--- config.mk ---
export PLATFORM = sky130hd
export DESIGN_NAME = control_sequencer
export DESIGN_NICKNAME = d
export VERILOG_FILES = /design/src/rtl/cpu_ctrl_pkg.sv /design/src/rtl/reg_select_decoder.sv /design/src/rtl/control_sequencer.sv
export SDC_FILE = /design/constraint.sdc
export NUM_CORES = 1
export LEC_CHECK = 0
export BUFFER_PORTS_ARGS = -buffer_cell sky130_fd_sc_hd__buf_2
export CORE_ASPECT_RATIO = 1.25
export CORE_MARGIN = 1.5
export CORE_UTILIZATION = 51
export CTS_BUF_LIST = sky130_fd_sc_hd__clkbuf_4 sky130_fd_sc_hd__clkbuf_8
export CTS_CLUSTER_SIZE = 14
export DETAILED_ROUTE_END_ITERATION = 8
export PLACE_DENSITY = 0.93
export SYNTH_ARGS = -nofsm -noshare
export SYNTH_HDL_FRONTEND = slang
export SYNTH_SLANG_ARGS = --single-unit
--- constraint.sdc ---
create_clock -name Clock -period 5.3 [get_ports Clock]
set_input_delay 1.06 -clock Clock [delete_from_list [all_inputs] [get_ports Clock]]
set_output_delay 1.06 -clock Clock [all_outputs]
set_load 0.03 [all_outputs]
--- src/rtl/cpu_ctrl_pkg.sv ---
// Shared state/op-class types, opcode and ALU-select encodings, and the
// decode helpers used by the control sequencer.
package cpu_ctrl_pkg;

    localparam int OPW  = 5;
    localparam int RSW  = 4;
    localparam int ALUW = 4;
    localparam int NREG = 1 << RSW;

    typedef enum logic [3:0] {
        RST,
        T0,
        T1,
        T2,
        T3,
        T4,
        T5,
        T6,
        STOPPED,
        HALTED
    } state_e;

    typedef enum logic [2:0] {
        CLS_BIN,
        CLS_UNARY,
        CLS_MULDIV,
        CLS_NOP,
        CLS_HALT,
        CLS_ILLEGAL
    } opclass_e;

    localparam logic [OPW-1:0] OP_ADD  = 5'b00000;
    localparam logic [OPW-1:0] OP_SUB  = 5'b00001;
    localparam logic [OPW-1:0] OP_AND  = 5'b00010;
    localparam logic [OPW-1:0] OP_OR   = 5'b00011;
    localparam logic [OPW-1:0] OP_SHR  = 5'b00100;
    localparam logic [OPW-1:0] OP_SHL  = 5'b00101;
    localparam logic [OPW-1:0] OP_ROR  = 5'b00110;
    localparam logic [OPW-1:0] OP_ROL  = 5'b00111;
    localparam logic [OPW-1:0] OP_MUL  = 5'b01000;
    localparam logic [OPW-1:0] OP_DIV  = 5'b01001;
    localparam logic [OPW-1:0] OP_NEG  = 5'b01010;
    localparam logic [OPW-1:0] OP_NOT  = 5'b01011;
    localparam logic [OPW-1:0] OP_NOP  = 5'b11000;
    localparam logic [OPW-1:0] OP_HALT = 5'b11001;

    localparam logic [ALUW-1:0] ALU_ADD = 4'b0000;
    localparam logic [ALUW-1:0] ALU_SUB = 4'b0001;
    localparam logic [ALUW-1:0] ALU_MUL = 4'b0010;
    localparam logic [ALUW-1:0] ALU_DIV = 4'b0011;
    localparam logic [ALUW-1:0] ALU_AND = 4'b0100;
    localparam logic [ALUW-1:0] ALU_OR  = 4'b0101;
    localparam logic [ALUW-1:0] ALU_SHR = 4'b0110;
    localparam logic [ALUW-1:0] ALU_SHL = 4'b0111;
    localparam logic [ALUW-1:0] ALU_ROR = 4'b1000;
    localparam logic [ALUW-1:0] ALU_ROL = 4'b1001;
    localparam logic [ALUW-1:0] ALU_NEG = 4'b1010;
    localparam logic [ALUW-1:0] ALU_NOT = 4'b1011;

    // Opcodes without an ALU meaning fall back to ADD; they never reach a
    // state where the select is driven.
    function automatic logic [ALUW-1:0] op_to_alu(input logic [OPW-1:0] opcode);
        logic [ALUW-1:0] sel;
        sel = ALU_ADD;
        case (opcode)
            OP_ADD:  sel = ALU_ADD;
            OP_SUB:  sel = ALU_SUB;
            OP_AND:  sel = ALU_AND;
            OP_OR:   sel = ALU_OR;
            OP_SHR:  sel = ALU_SHR;
            OP_SHL:  sel = ALU_SHL;
            OP_ROR:  sel = ALU_ROR;
            OP_ROL:  sel = ALU_ROL;
            OP_MUL:  sel = ALU_MUL;
            OP_DIV:  sel = ALU_DIV;
            OP_NEG:  sel = ALU_NEG;
            OP_NOT:  sel = ALU_NOT;
            default: sel = ALU_ADD;
        endcase
        return sel;
    endfunction

    function automatic opclass_e op_class(input logic [OPW-1:0] opcode);
        opclass_e cls;
        cls = CLS_ILLEGAL;
        case (opcode)
            OP_ADD, OP_SUB, OP_AND, OP_OR,
            OP_SHR, OP_SHL, OP_ROR, OP_ROL: cls = CLS_BIN;
            OP_MUL, OP_DIV:                 cls = CLS_MULDIV;
            OP_NEG, OP_NOT:                 cls = CLS_UNARY;
            OP_NOP:                         cls = CLS_NOP;
            OP_HALT:                        cls = CLS_HALT;
            default:                        cls = CLS_ILLEGAL;
        endcase
        return cls;
    endfunction

endpackage

--- src/rtl/reg_select_decoder.sv ---
// One-hot register select: turns a 4-bit register field into a 16-bit
// strobe, all zeros when not enabled.
module reg_select_decoder
    import cpu_ctrl_pkg::*;
(
    input  logic [RSW-1:0]  field_i,
    input  logic            en_i,
    output logic [NREG-1:0] onehot_o
);

    // Single set bit at the field index while enabled.
    always_comb begin
        onehot_o = '0;
        if (en_i) begin
            onehot_o[field_i] = 1'b1;
        end
    end

endmodule

--- src/rtl/control_sequencer.sv ---
// Hardwired Moore control unit for the shared-bus datapath: fetch (T0-T2),
// decode in T3 straight from IR, execute T4-T6 from fields latched in T3.
module control_sequencer
    import cpu_ctrl_pkg::*;
(
    input  logic            Clock,
    input  logic            clear,
    input  logic [31:0]     IR,
    input  logic            Mem_ready,
    input  logic            Stop,
    output logic            PCout,
    output logic            Zlowout,
    output logic            Zhighout,
    output logic            HIout,
    output logic            LOout,
    output logic            MDRout,
    output logic [NREG-1:0] Rout,
    output logic [NREG-1:0] Rin,
    output logic            MARin,
    output logic            PCin,
    output logic            MDRin,
    output logic            IRin,
    output logic            Yin,
    output logic            HIin,
    output logic            LOin,
    output logic            Zin_low,
    output logic            Zin_high,
    output logic            IncPC,
    output logic            Read,
    output logic [ALUW-1:0] operation,
    output logic            Run,
    output logic            Illegal
);

    state_e          state_q, state_d;
    logic [OPW-1:0]  opcode_q;
    logic [RSW-1:0]  ra_q, rb_q, rc_q;

    logic [OPW-1:0]  irOp;
    logic [RSW-1:0]  irRa, irRb, irRc;
    logic [14:0]     unusedIrBits;
    opclass_e        irClass, execClass;
    state_e          endState;

    logic [RSW-1:0]  routField, rinField;
    logic            routEn, rinEn;

    assign irOp         = IR[31:27];
    assign irRa         = IR[26:23];
    assign irRb         = IR[22:19];
    assign irRc         = IR[18:15];
    assign unusedIrBits = IR[14:0];

    assign irClass   = op_class(irOp);
    assign execClass = op_class(opcode_q);

    // Stop is only looked at when leaving the last execute state.
    assign endState = Stop ? STOPPED : T0;

    // State register; clear aborts any instruction immediately.
    always_ff @(posedge Clock or posedge clear) begin
        if (clear) begin
            state_q <= RST;
        end else begin
            state_q <= state_d;
        end
    end

    // Capture the instruction fields during decode so execute does not depend on IR afterwards.
    always_ff @(posedge Clock or posedge clear) begin
        if (clear) begin
            opcode_q <= '0;
            ra_q     <= '0;
            rb_q     <= '0;
            rc_q     <= '0;
        end else if (state_q == T3) begin
            opcode_q <= irOp;
            ra_q     <= irRa;
            rb_q     <= irRb;
            rc_q     <= irRc;
        end
    end

    // Next-state and control outputs; every output idles low unless its state drives it.
    always_comb begin
        state_d   = state_q;
        PCout     = 1'b0;
        Zlowout   = 1'b0;
        Zhighout  = 1'b0;
        HIout     = 1'b0;
        LOout     = 1'b0;
        MDRout    = 1'b0;
        MARin     = 1'b0;
        PCin      = 1'b0;
        MDRin     = 1'b0;
        IRin      = 1'b0;
        Yin       = 1'b0;
        HIin      = 1'b0;
        LOin      = 1'b0;
        Zin_low   = 1'b0;
        Zin_high  = 1'b0;
        IncPC     = 1'b0;
        Read      = 1'b0;
        operation = ALU_ADD;
        Run       = 1'b0;
        Illegal   = 1'b0;
        routField = '0;
        routEn    = 1'b0;
        rinField  = '0;
        rinEn     = 1'b0;

        case (state_q)
            RST: begin
                state_d = T0;
            end
            T0: begin
                Run       = 1'b1;
                PCout     = 1'b1;
                MARin     = 1'b1;
                IncPC     = 1'b1;
                Zin_low   = 1'b1;
                operation = ALU_ADD;
                state_d   = T1;
            end
            T1: begin
                Run     = 1'b1;
                Zlowout = 1'b1;
                Read    = 1'b1;
                MDRin   = 1'b1;
                PCin    = Mem_ready;
                if (Mem_ready) begin
                    state_d = T2;
                end
            end
            T2: begin
                Run     = 1'b1;
                MDRout  = 1'b1;
                IRin    = 1'b1;
                state_d = T3;
            end
            T3: begin
                Run     = 1'b1;
                state_d = (irClass == CLS_HALT) ? HALTED : T4;
                case (irClass)
                    CLS_BIN: begin
                        routEn    = 1'b1;
                        routField = irRb;
                        Yin       = 1'b1;
                    end
                    CLS_MULDIV: begin
                        routEn    = 1'b1;
                        routField = irRa;
                        Yin       = 1'b1;
                    end
                    CLS_ILLEGAL: begin
                        Illegal = 1'b1;
                    end
                    default: begin
                    end
                endcase
            end
            T4: begin
                Run = 1'b1;
                case (execClass)
                    CLS_BIN, CLS_MULDIV: begin
                        routEn    = 1'b1;
                        routField = (execClass == CLS_BIN) ? rc_q : rb_q;
                        operation = op_to_alu(opcode_q);
                        Zin_low   = 1'b1;
                        Zin_high  = 1'b1;
                        state_d   = T5;
                    end
                    CLS_UNARY: begin
                        routEn    = 1'b1;
                        routField = rb_q;
                        operation = op_to_alu(opcode_q);
                        Zin_low   = 1'b1;
                        state_d   = T5;
                    end
                    default: begin
                        state_d = endState;
                    end
                endcase
            end
            T5: begin
                Run     = 1'b1;
                Zlowout = 1'b1;
                if (execClass == CLS_MULDIV) begin
                    LOin    = 1'b1;
                    state_d = T6;
                end else begin
                    rinEn    = 1'b1;
                    rinField = ra_q;
                    state_d  = endState;
                end
            end
            T6: begin
                Run      = 1'b1;
                Zhighout = 1'b1;
                HIin     = 1'b1;
                state_d  = endState;
            end
            STOPPED: begin
                if (!Stop) begin
                    state_d = T0;
                end
            end
            HALTED: begin
                state_d = HALTED;
            end
            default: begin
                state_d = RST;
            end
        endcase
    end

    reg_select_decoder uRoutDecoder (
        .field_i  (routField),
        .en_i     (routEn),
        .onehot_o (Rout)
    );

    reg_select_decoder uRinDecoder (
        .field_i  (rinField),
        .en_i     (rinEn),
        .onehot_o (Rin)
    );

endmodule

==> flow_summary.toml <==
[run_status]
status = "completed"

[placed_design]
port_buffers = 73
hpwl_um = 3483
gp_congestion = 0.9433

[sta]
relSlewSlack_pct = 37.82
fmaxAchievable_mhz = 250.0
worst_pin_slew_ps = 928.7
maxSlewViolCount = 0
fin_crit_ps = 4001
fin_setup_tns_ps = 0
finClkSkew_ps = 4.601
final-hold-violation-count = 0
finalCritPeriodShare_pct = 75.48
rsz0062_at_grt = "no"
setup_violations = 0

[hold_path]
hp-class = "reg2reg"
whs_path_depth = 2
min_from = "rb_q[2]"
min_to = "rb_q[2]"

[yosys]
netlist_area_um2 = 1782
yosysWarnings = 0
synth_enable_flop_cells = 0
synth_flop_cell = "dfrtp_1"
yosysSeqAreaShare_pct = 29.49
synthesis.instances = 244
netlist.area_leader.share_pct = 29.49
synth-seq-cells = 21
ys_types = 47
async_flop_share_pct = 100.0
yosys.area.top_type = "dfrtp_1"
netlist_top_cells_area = "dfrtp_1 (29%), nand2_1 (12%), nor2_1 (7.8%)"
syn_avg_cell_area_um2 = 7.302

[drt]
dr.first_iter.drc_count = 72
wire_per_inst_um = 13.65
vias = 1907
wl_um = 4642
antenna_left = 0
dr.pass1.iters = 4
vias_per_cell = 5.609
drc_errors = 0

[setup_path]
worst_r2r_path_depth = 7
slowest_delay_ps = 570
worstSetupStartpointType = "flip-flop"
r2r_slack_ps = 3150
crit_path_end_kind = "primary output"
crit_arrival_ps = 2940
cp.required_ps = 4240
rr_startpoint = "opcode_q[2]"
slowest_stage = "dfrtp_1"
critical_path_class = "reg2out"
reg2reg_to = "state_q[0]"
crit_chain = "inv_1 > ha_1 > nor3b_1 > o211ai_1 > a32oi_2 > nand2_1 > a211oi_2 > buf_2"
cp_max_fo = 11

[cts]
post_cts_buffers = 0
cts_sinks = 21
cts_tree = "built"
clkLatencyLatePin_ps = 260
cts_buffers = 3
clock_path_buffers = 2
cts_root_buf = "clkbuf_8"
ctsHoldBuffers = 0
cts_resized = 0
htree_num_levels = 1
clk_pin_slew_worst_paths_ps = 80

[cells_and_area]
utilization_pct = 65.29
nFillCells = 308
layout-drive-gt1-share_pct = 28.38
regArea_um2 = 525.5
final_common_cell = "buf_2"
area_growth_pct = 20.22
n_antenna_cell = 0
multiInputGateArea_um2 = 1122
mostFrequentLayoutCells = "buf_2 (73), nand2_1 (56), nor2_1 (37)"
nNetsFinal = 345

[power]
p_leak_nw = 1.119
ir_drop_mv = 0.4582
powerDensity_nw_per_um2 = 499.7

[floorplan]
io_pins = 91
die_area_um2 = 3859
fp-row-count = 23
core_area_um2 = 3281
die_w_um = 55.87
die_h_um = 69.09
start_util_pct = 54.31

[job]
cap_violations = 0

[grt]
track_usage_pct = 24.84
grt_max_degree = 22
first_global_vias = 1763
grt.overflow.total = 0
antenna_found_initial = 0
grt_pass1_wl_um = 7852
-- cell families after synthesis --
group,after synthesis,synth area share [%]
and+or+nand+nor,147,41.85
AOI/OAI and AO/OA,40,16.15
buffers and inverters,28,7.725
DFF,21,29.49
adders and majority gates,5,3.511
other,1,0.2105
xor gates and xnor gates,1,0.4917
muxes,1,0.5618
-- report_power, final --
| part | internal [mW] | leakage [nW] | switching [mW] |
|---|---|---|---|
| Combinational | 0.212 | 0.836 | 0.366 |
| Clock | 0.0588 | 0.0262 | 0.0539 |
| Sequential | 0.239 | 0.257 | 0.140 |
| Total | 0.510 | 1.12 | 0.561 |
-- cell usage after synthesis, drive strengths merged, types with 2 or more instances --
library cell  instances
a211oi                3
a21oi                 8
a32oi                 4
and3                  2
buf                  13
clkbuf                6
dfrtp                21
ha                    5
inv                   9
nand2                56
nand2b               12
nand3                 4
nand3b                2
nor2                 38
nor2b                 3
nor3                 10
nor3b                 7
nor4b                 2
o211ai                4
o21ai                11
o2bb2ai               3
or2                   3
or3                   2
or4bb                 4
-- routing by layer --
layer,vias to the layer above,global-route usage (%),routed length [um]
met3,15,4.503,266
met2,68,42.20,2334
met4,0,10.32,127
met1,886,30.72,1914
met5,-,0,0
li1,938,-,-
-- registers in the layout, indices dropped and copies added, names as in the netlist --
name / flops
state_q: 4
rb_q: 4
ra_q: 4
opcode_q: 5
rc_q: 4
-- area by class of cell --
class / count / area share (%)
tap: 37 / 2.161
clock buffer: 4 / 2.278
timing repair buffer: 73 / 17.06
multi-input combinational: 196 / 52.40
inverter: 9 / 1.577
sequential: 21 / 24.53
-- metrics by stage --
stage          worst slack (ps)  cells  area, um^2  hold WS [ps]  total power, mW
2_1_floorplan              1818    245        1785         445.5           0.8389
3_3_place_gp               1760    336        2093         460.0           0.9272
3_5_place_dp               1633    336        2093         462.8           0.9548
4_1_cts                    1340    340        2142         482.6            1.069
5_1_grt                    1171    340        2142         519.9            1.162
6_report                   1299    340        2142         481.4            1.070
-- critical path, delay by kind of cell, from the launching register on --
kind	cells	cell delay (ps)
compound gates	3	760
simple gates	2	650
flops	1	570
buf+inv	2	380
fa+ha+maj	1	300
-- how the worst max path moves through the flow --
stage / from / to / slack, ps / depth (start not counted)
2_1_floorplan: IR[30] / Rout[4] / 1820 / 6
3_3_place_gp: opcode_q[2] / Rout[4] / 1760 / 8
3_5_place_dp: opcode_q[2] / Rout[4] / 1630 / 8
4_1_cts: opcode_q[2] / Rout[4] / 1340 / 8
5_1_grt: opcode_q[2] / Rout[4] / 1170 / 8
6_report: opcode_q[2] / Rout[4] / 1300 / 8
No activity file was read; power rests on OpenSTA's default activity.
